===== src/rtl/aes_seq_ctrl.sv =====
// Byte-serial AES block sequencer: steps a 16-byte block through load, NR-1
// mix-column rounds and a final round, and decodes all datapath strobes.
//
// state   | meaning
// --------+-------------------------------------------------------------
// S_IDLE  | waiting for start, counters held at zero
// S_LOAD  | plaintext byte taken each cycle, initial key add (round 0)
// S_ROUND | full rounds 1..NR-1 with MixColumns
// S_FINAL | last round, no MixColumns, ciphertext byte out each cycle
// S_DONE  | one-cycle completion pulse
module aes_seq_ctrl #(
  parameter int NR = 10
) (
  input  logic       clk,
  input  logic       rst,
  input  logic       start,
  input  logic       abort,
  output logic       busy,
  output logic       done,
  output logic       in_ready,
  output logic       pld,
  output logic [1:0] c3,
  output logic [7:0] mc_en,
  output logic       rk_en,
  output logic       rk_last_sel,
  output logic [3:0] round,
  output logic [3:0] byte_idx,
  output logic       out_valid,
  output logic       out_last
);

  localparam logic [3:0] NR_LAST = 4'(NR);
  localparam logic [3:0] NR_M1   = 4'(NR - 1);

  typedef enum logic [2:0] {
    S_IDLE,
    S_LOAD,
    S_ROUND,
    S_FINAL,
    S_DONE
  } state_t;

  state_t     state, state_nxt;
  logic [3:0] byte_nxt;
  logic [3:0] round_nxt;
  logic       active;

  always_ff @(posedge clk) begin
    if (rst) begin
      state    <= S_IDLE;
      byte_idx <= 4'd0;
      round    <= 4'd0;
    end else begin
      state    <= state_nxt;
      byte_idx <= byte_nxt;
      round    <= round_nxt;
    end
  end

  always_comb begin
    state_nxt = state;
    byte_nxt  = byte_idx;
    round_nxt = round;
    case (state)
      S_IDLE: begin
        if (start) begin
          state_nxt = S_LOAD;
          byte_nxt  = 4'd0;
          round_nxt = 4'd0;
        end
      end
      S_LOAD, S_ROUND, S_FINAL: begin
        if (abort) begin
          state_nxt = S_IDLE;
          byte_nxt  = 4'd0;
          round_nxt = 4'd0;
        end else begin
          // 4-bit counter wraps 15->0 exactly at the round boundary
          byte_nxt = byte_idx + 4'd1;
          if (byte_idx == 4'd15) begin
            if (state == S_LOAD) begin
              state_nxt = S_ROUND;
              round_nxt = 4'd1;
            end else if (state == S_ROUND) begin
              if (round < NR_M1) begin
                round_nxt = round + 4'd1;
              end else begin
                state_nxt = S_FINAL;
                round_nxt = NR_LAST;
              end
            end else begin
              state_nxt = S_DONE;
            end
          end
        end
      end
      S_DONE: begin
        state_nxt = S_IDLE;
        byte_nxt  = 4'd0;
        round_nxt = 4'd0;
      end
      default: begin
        state_nxt = S_IDLE;
        byte_nxt  = 4'd0;
        round_nxt = 4'd0;
      end
    endcase
  end

  always_comb begin
    active      = (state == S_LOAD) || (state == S_ROUND) || (state == S_FINAL);
    busy        = (state != S_IDLE);
    done        = (state == S_DONE);
    in_ready    = (state == S_LOAD);
    rk_en       = active;
    rk_last_sel = (state == S_FINAL);
    out_valid   = (state == S_FINAL);
    out_last    = (state == S_FINAL) && (byte_idx == 4'd15);
    c3          = active ? byte_idx[1:0] : 2'd0;
    pld         = (state == S_ROUND) && (byte_idx[1:0] == 2'd3);
    mc_en       = 8'h00;
    if (state == S_ROUND) begin
      mc_en = {4'b0001 << byte_idx[3:2], 4'b0001 << byte_idx[1:0]};
    end
  end

endmodule


===== config.mk =====
export PLATFORM = sky130hd
export DESIGN_NAME = aes_seq_ctrl
export DESIGN_NICKNAME = d
export VERILOG_FILES = /design/src/rtl/aes_seq_ctrl.sv
export SDC_FILE = /design/constraint.sdc
export NUM_CORES = 1
export LEC_CHECK = 0
export BUFFER_PORTS_ARGS = -buffer_cell sky130_fd_sc_hd__buf_2
export CAP_MARGIN = 5
export CORE_UTILIZATION = 35
export CTS_CLUSTER_DIAMETER = 120
export DETAILED_ROUTE_END_ITERATION = 8
export PLACE_DENSITY = 0.57
export SLEW_MARGIN = 20
export SYNTH_ARGS = -nofsm -noshare
export SYNTH_HDL_FRONTEND = slang
export SYNTH_SLANG_ARGS = --single-unit

===== constraint.sdc =====
create_clock -name clk -period 4.05 [get_ports clk]
set_input_delay 0.81 -clock clk [delete_from_list [all_inputs] [get_ports clk]]
set_output_delay 0.81 -clock clk [all_outputs]
set_load 0.005 [all_outputs]

Word-level counts from Yosys, hierarchy flattened
Cells that the tools add are included.

Eq/ne operators: 10. Add/subtract/negate cells: 2. Magnitude comparators: 1. Reductions and logical operators: 9. Multiplexer cells: 18. Shifts and indexed selects: 2.

Operators by type and width (number): two-way mux 4 bit (7); two-way mux 3 bit (6); one-hot mux 4 bit (2 select lines) (2); adder 4 x 1 -> 4 bit (second input constant) (2); two-way mux 8 bit (1); << shifter 1 x 2 -> 4 bit (first input constant) (2); == test 3 x 2 -> 1 bit (second input constant) (2); one-hot mux 3 bit (2 select lines) (1); AND reduction 3 bit (2); inequality test 5 bit (second input constant) (1); == test 4 bit (second input constant) (1); less-than comparator 4 bit (second input constant) (1); inequality test 4 bit (second input constant) (1); == test 3 x 1 -> 1 bit (second input constant) (1); == test 3 bit (second input constant) (1); zero test 3 bit (1); inequality test 3 bit (second input constant) (1); nonzero test 3 bit (1); OR reduction 3 bit (1); == test 2 bit (second input constant) (1); logical AND 1 bit (2); logical OR 1 bit (2); two-way mux 2 bit (1); inequality test 2 bit (second input constant) (1).

Register bits: 11. Output and inout bits: 26. Word-level logic and storage cells: 45. Input port bits: 4.

Depth between registers and ports, before layout
Gate-level depths: netlist of run 1.

Depth after elaboration: 7. Depth in mapped cells: 6. Gate-level depth less buffers: 6.

Worst setup path after synthesis of run 1
No wires, ideal clock.

Kind: input port to flip-flop. From: in abort. To: reg state[1]. Library setup time: 0.123 ns. Stages on the path: 5. Required time: 3.927 ns. Buffers on the path: 1. Arrival time: 2.024 ns. Slack: 1.902 ns. Path through: buf_2 -> or3b_4 -> a211o_1 -> nand2_1 -> mux2_1.

Word-level cells in the longest chain between the ends: 2. Elaborated cells between the ends (all ways): 5. Those cells by class: eq/ne: 2; mux: 2; reduce/logical: 1.

Ends and longest elaborated chain: from (decl) (line 17) `input logic abort,`; inequality test 5 bit (no line) (tied with other cells); AND reduction 3 bit (no line) / one-hot mux 3 bit (2 select lines) (equally long branches); to (signal assigned) (line 54) `state <= state_nxt;`; to (decl) (line 43) `state_t state, state_nxt;`.

Several ways; a longest one is shown, not always the timed one. A chain may end at the register's enable or synchronous reset.

Final worst setup path of run 1
From: reg state[1]. To: out mc_en[4].

Word-level cells in the longest chain between the ends: 2.

Ends and longest elaborated chain: == test 3 x 2 -> 1 bit (line 122) `if (state == S_ROUND) begin`; two-way mux 8 bit (line 122); to (decl) (line 23) `output logic [7:0] mc_en,`.

Every way passes these cells.

==> impl_metrics.yaml, run 1 <==
finish:
  fillers: 233
  finalNonFillerCells: 154
  num_antenna_cells: 0
  area_growth_pct: 19.8
  regArea_sq_um: 220
  multi_input_area_sq_um: 518
  drive_gt1_frac: 0.294
  nNetsFinal: 137
critical_path:
  crit_fanout: 10
  critical_path_class: "register to output pin"
  rr_worst_depth: 4
  required_ns: 3.24
  worstPathArrival_ns: 1.77
  crit_path_end_kind: "output pin"
  critPathLaunchType: "register"
global_route:
  grt_pass1_wl_um: 3220
  grt_pass1_vias: 698
  gr-total-overflow: 0
  grt_max_degree: 14
  grt.total_usage: 0.168
  antenna_found_initial: 0
pwr:
  p_per_area_nw_per_um2: 314
  ir_drop_v: 0.000170
  p_leak_nw: 0.471
floorplanning:
  dieArea_sq_um: 2510
  pin_count: 30
  initial_core_util: 0.370
  die_w_um: 50.1
  coreArea_sq_um: 2190
  die_h_um: 50.1
  row_count: 17
route:
  ant_nets: 0
  num_vias: 789
  dr.pass1.iters: 4
  avgViaCountPerCell: 5.12
  wl_per_cell_um: 12.2
  wl_um: 1880
  drc: 0
  first_iter_violations: 16
run:
  maxCapViolations: 0
sta:
  max_freq_ghz: 0.387
  skew_ns: 0.00528
  relSlewSlack: 0.560
  final.setup.tns_ns: 0
  report.final.hold_viol_count: 0
  slew_viol_final: 0
  tightestPinTransition_ns: 0.658
  period_minus_slack_ns: 2.58
  min_period_over_period: 0.638
  setup_violations: 0
  rsz0062_at_grt: "false"
clock_network:
  clk_path_buf_depth: 2
  htreeDepth: 1
  cts_made_buffers: 3
  cts_tree: "yes"
  post-cts-setup-buffers: 0
  holdBufCountCts: 0
  cts_root_buf: "clkbuf_4"
  clk_latency_ns: 0.27
  cts_repair_resize_count: 0
  cts_sinks: 11
  clkTransAtPathRegs_ns: 0.07
synth:
  synth_edf_count: 0
  async_flop_share: 0
  synth_ff_type: "dfxtp_1"
  synth_cell_types: 37
  yosysSeqAreaShare: 0.272
  synth-seq-cells: 11
  synth_cells: 99
  ys_warn_count: 0
  syn_area_sq_um: 811
  syn-num-nets: 109
  avgSynthCellArea_sq_um: 8.19
outcome:
  status: "finished clean"
placement:
  dp.cells: 150
  gp_routability_congestion: 0.817
  dp_hpwl_um: 1410
  port_buffers: 29
min_path:
  hp-class: "register to register"
  hold_depth: 2
## state kept, by name (all words and copies together), names as in the netlist
| name | cells |
|---|---|
| round | 4 |
| byte_idx | 4 |
| state | 3 |
## per-stage QoR
stage | power (mW) | instance area (sq um) | utilization | setup slack [ns] | hold slack, ns
floorplan | 0.207 | 811 | - | 1.90 | 0.491
global placement | 0.232 | 945 | 0.431 | 1.84 | 0.508
detailed placement | 0.233 | 945 | 0.431 | 1.76 | 0.505
CTS | 0.309 | 971 | 0.443 | 1.41 | 0.520
global route | 0.329 | 971 | 0.443 | 1.27 | 0.572
finish | 0.305 | 971 | 0.443 | 1.47 | 0.529
## cell type report
class | count | area share
tap | 28 | 0.0361
sequential | 11 | 0.227
timing repair buffer | 29 | 0.149
inverter | 7 | 0.0271
multi-input combinational | 75 | 0.534
clock buffer | 4 | 0.0271
## synth_stat cells, drive strengths merged (2+ instances only)
cell	count	area (sq um)
ha	6	75.1
buf	5	42.5
o31ai	3	27.5
nand3	3	15.0
nand3b	2	15.0
inv	7	26.3
or4	2	18.8
a21oi	7	35.0
and3b	2	17.5
nand2	3	11.3
nor2b	2	12.5
and3	3	18.8
o21ai	3	15.0
dfxtp	11	220
nor3b	3	22.5
nor2	11	41.3
a211oi	2	15.0
a2111oi	2	17.5
and2	5	31.3
nor3	4	20.0
## routing by layer
metal	GRT usage	vias up	routed length (um)
li1	-	410	-
met1	0.231	354	960
met2	0.249	21	812
met3	0.0394	4	86
met4	0.0714	0	24
met5	0	-	0
## critical path, cell delays in order, from the launching register on
cell,delay [ns]
dfxtp_1,0.53
nor3b_1,0.60
nor3b_1,0.24
buf_2,0.14
## worst paths after layout
| kind | from | to | slack [ns] |
|---|---|---|---|
| setup reg to reg | state[1]$_SDFFE_PP0P_ | state[1]$_SDFFE_PP0P_ | 2.23 |
| hold / removal | round[2]$_SDFFE_PP0P_ | round[2]$_SDFFE_PP0P_ | 0.53 |
| hold reg to reg | round[2]$_SDFFE_PP0P_ | round[2]$_SDFFE_PP0P_ | 0.53 |
| setup / recovery | state[1]$_SDFFE_PP0P_ | mc_en[4] | 1.47 |
## logic make-up (layout without fill, tap and decap cells)
kind of cell | count (synthesis) | count (layout) | synth area share
buffers and inverters | 13 | 40 | 0.0895
AOI/OAI and AO/OA | 24 | 24 | 0.219
and+or+nand+nor | 44 | 44 | 0.313
muxes | 1 | 1 | 0.0139
adders and majority gates | 6 | 6 | 0.0926
DFF | 11 | 11 | 0.272
## power by group
| group | internal, mW | total, mW | switching, mW | leakage, nW |
|---|---|---|---|---|
| clock network | 0.0381 | 0.0748 | 0.0367 | 0.0150 |
| logic | 0.0420 | 0.101 | 0.0585 | 0.367 |
| registers | 0.115 | 0.130 | 0.0150 | 0.0891 |
## placed cells by master (no fill, tap or decap), types with 2 or more instances in the layout
cell type  count
and3_1         3
clkbuf_4       3
inv_1          7
a2111oi_0      2
nand3_1        3
o31ai_1        2
a21oi_1        7
and2_1         5
dfxtp_1       11
nor3b_1        3
nand3b_1       2
nor3_1         4
buf_2         29
a211oi_1       2
and3b_1        2
o21ai_0        3
ha_1           6
nor2b_1        2
nor2_1        11
nand2_1        3
No activity file was read; power rests on OpenSTA's default activity.
==> run 2, diff against run 1 <==
--- a/config.mk
+++ b/config.mk
@@ -10,7 +10,7 @@
 export CORE_UTILIZATION = 35
 export CTS_CLUSTER_DIAMETER = 120
 export DETAILED_ROUTE_END_ITERATION = 8
-export PLACE_DENSITY = 0.57
+export PLACE_DENSITY = 0.59
 export SLEW_MARGIN = 20
 export SYNTH_ARGS = -nofsm -noshare
 export SYNTH_HDL_FRONTEND = slang
==> constraint.sdc (replaced) <==
create_clock -name clk -period 2.2 [get_ports clk]
set_input_delay 0.44 -clock clk [delete_from_list [all_inputs] [get_ports clk]]
set_output_delay 0.44 -clock clk [all_outputs]
set_load 0.005 [all_outputs]
==> run 2 against run 1 <==
Sequential power increased by 84%. Flip-flop and latch count stayed put. Clock-buffer cell count is the same. Core utilization increased by 0.34 points. Non-clock buffer count is 1 higher. Via count is 0.76% higher.
==> impl_metrics.yaml, run 2 (synthesized netlist as in run 1, its figures left out) <==
placement:
  port_buffers: 29
  dp_hpwl_um: 1310
  dp.cells: 151
  place_ws_ns: 0.360
  placedInstanceArea_sq_um: 952
  gp_routability_congestion: 0.863
critical_path:
  required_ns: 1.76
  critPathLaunchType: "register"
  critical_path_class: "register to output pin"
  crit_fanout: 10
  crit_path_end_kind: "output pin"
  r2r_setup_slack_ns: 0.38
  worstPathArrival_ns: 1.53
pwr:
  p_total_mw: 0.571
  p_leak_nw: 0.476
  ir_drop_v: 0.000297
  p_per_area_nw_per_um2: 584
finish:
  area_growth_pct: 20.7
  final_core_util: 0.447
  finalNonFillerCells: 155
  layout_common_cells: "buf_2 (29), nor2_1 (11), dfxtp_1 (11), inv_1 (7), a21oi_1 (7)"
  drive_gt1_frac: 0.299
  top_regs: "byte_idx x4, round x4, state x3"
  final_area_sq_um: 978
  layout_commonest_cell: "buf_2"
  num_antenna_cells: 0
  nNetsFinal: 138
clock_network:
  htreeDepth: 1
  clk_path_buf_depth: 2
  cts_made_buffers: 3
  cts_sinks: 11
  cts_repair_resize_count: 0
  cts_root_buf: "clkbuf_4"
  clkTransAtPathRegs_ns: 0.08
  cts_tree: "yes"
  holdBufCountCts: 0
  clk_latency_ns: 0.28
  post-cts-setup-buffers: 0
route:
  num_vias: 795
  drc: 0
  wl_per_cell_um: 12.0
  first_iter_violations: 21
  ant_nets: 0
  wl_um: 1850
  dr.pass1.iters: 4
  avgViaCountPerCell: 5.13
floorplanning:
  pin_count: 30
  row_count: 17
  die_w_um: 50.1
  dieArea_sq_um: 2510
  die_h_um: 50.1
  coreArea_sq_um: 2190
  initial_core_util: 0.370
sta:
  slew_viol_final: 0
  setup_slack_ns: 0.229
  max_freq_ghz: 0.507
  rsz0062_at_grt: "false"
  min_period_over_period: 0.896
  setup_violations: 0
  relSlewSlack: 0.727
  tightestPinTransition_ns: 0.399
  hold_ws_ns: 0.495
  skew_ns: 0.00479
  report.final.hold_viol_count: 0
  final.setup.tns_ns: 0
  period_minus_slack_ns: 1.97
global_route:
  grt_pass1_wl_um: 2910
  grt_pass1_vias: 662
  grt.total_usage: 0.152
  top_usage_layer: "met2"
  grt_max_degree: 14
  gr-total-overflow: 0
  grtUsageMet1: 0.195
  antenna_found_initial: 0
  grt_util_met3: 0.0273
  use_met2: 0.236
outcome:
  status: "finished clean"
min_path:
  hp-class: "input pin to register"
run:
  maxCapViolations: 0
## run 2: worst paths after layout
check                        start                        to  cells after the start
max          state[1]$_SDFFE_PP0P_                  mc_en[4]                      4
max reg2reg  state[1]$_SDFFE_PP0P_     state[1]$_SDFFE_PP0P_                      4
min reg2reg  round[2]$_SDFFE_PP0P_     round[2]$_SDFFE_PP0P_                      2
min                            rst  byte_idx[0]$_SDFFE_PP0P_                      2
## run 2: critical path: stages, from the launching register on
cell and delay [ns]:
dfxtp_1 0.53, nor3b_1 0.23, buf_4 0.17, nor3b_1 0.19, buf_2 0.14
## run 2: cell type report
type / count / area, sq um
multi-input combinational: 75 / 518
sequential: 11 / 220
inverter: 7 / 26.3
fill: 220 / 1210
tap: 28 / 35.0
timing repair buffer: 30 / 153
clock buffer: 4 / 26.3
## run 2: layer usage
layer,wire length (um),vias to the layer above
met3,84,5
met1,923,351
li1,-,412
met4,36,0
met5,0,-
met2,811,27
## run 2: power breakdown
| part | switching (mW) | internal [mW] |
|---|---|---|
| combinational | 0.108 | 0.0795 |
| sequential | 0.0278 | 0.211 |
| clock | 0.0753 | 0.0703 |
| total | 0.211 | 0.361 |
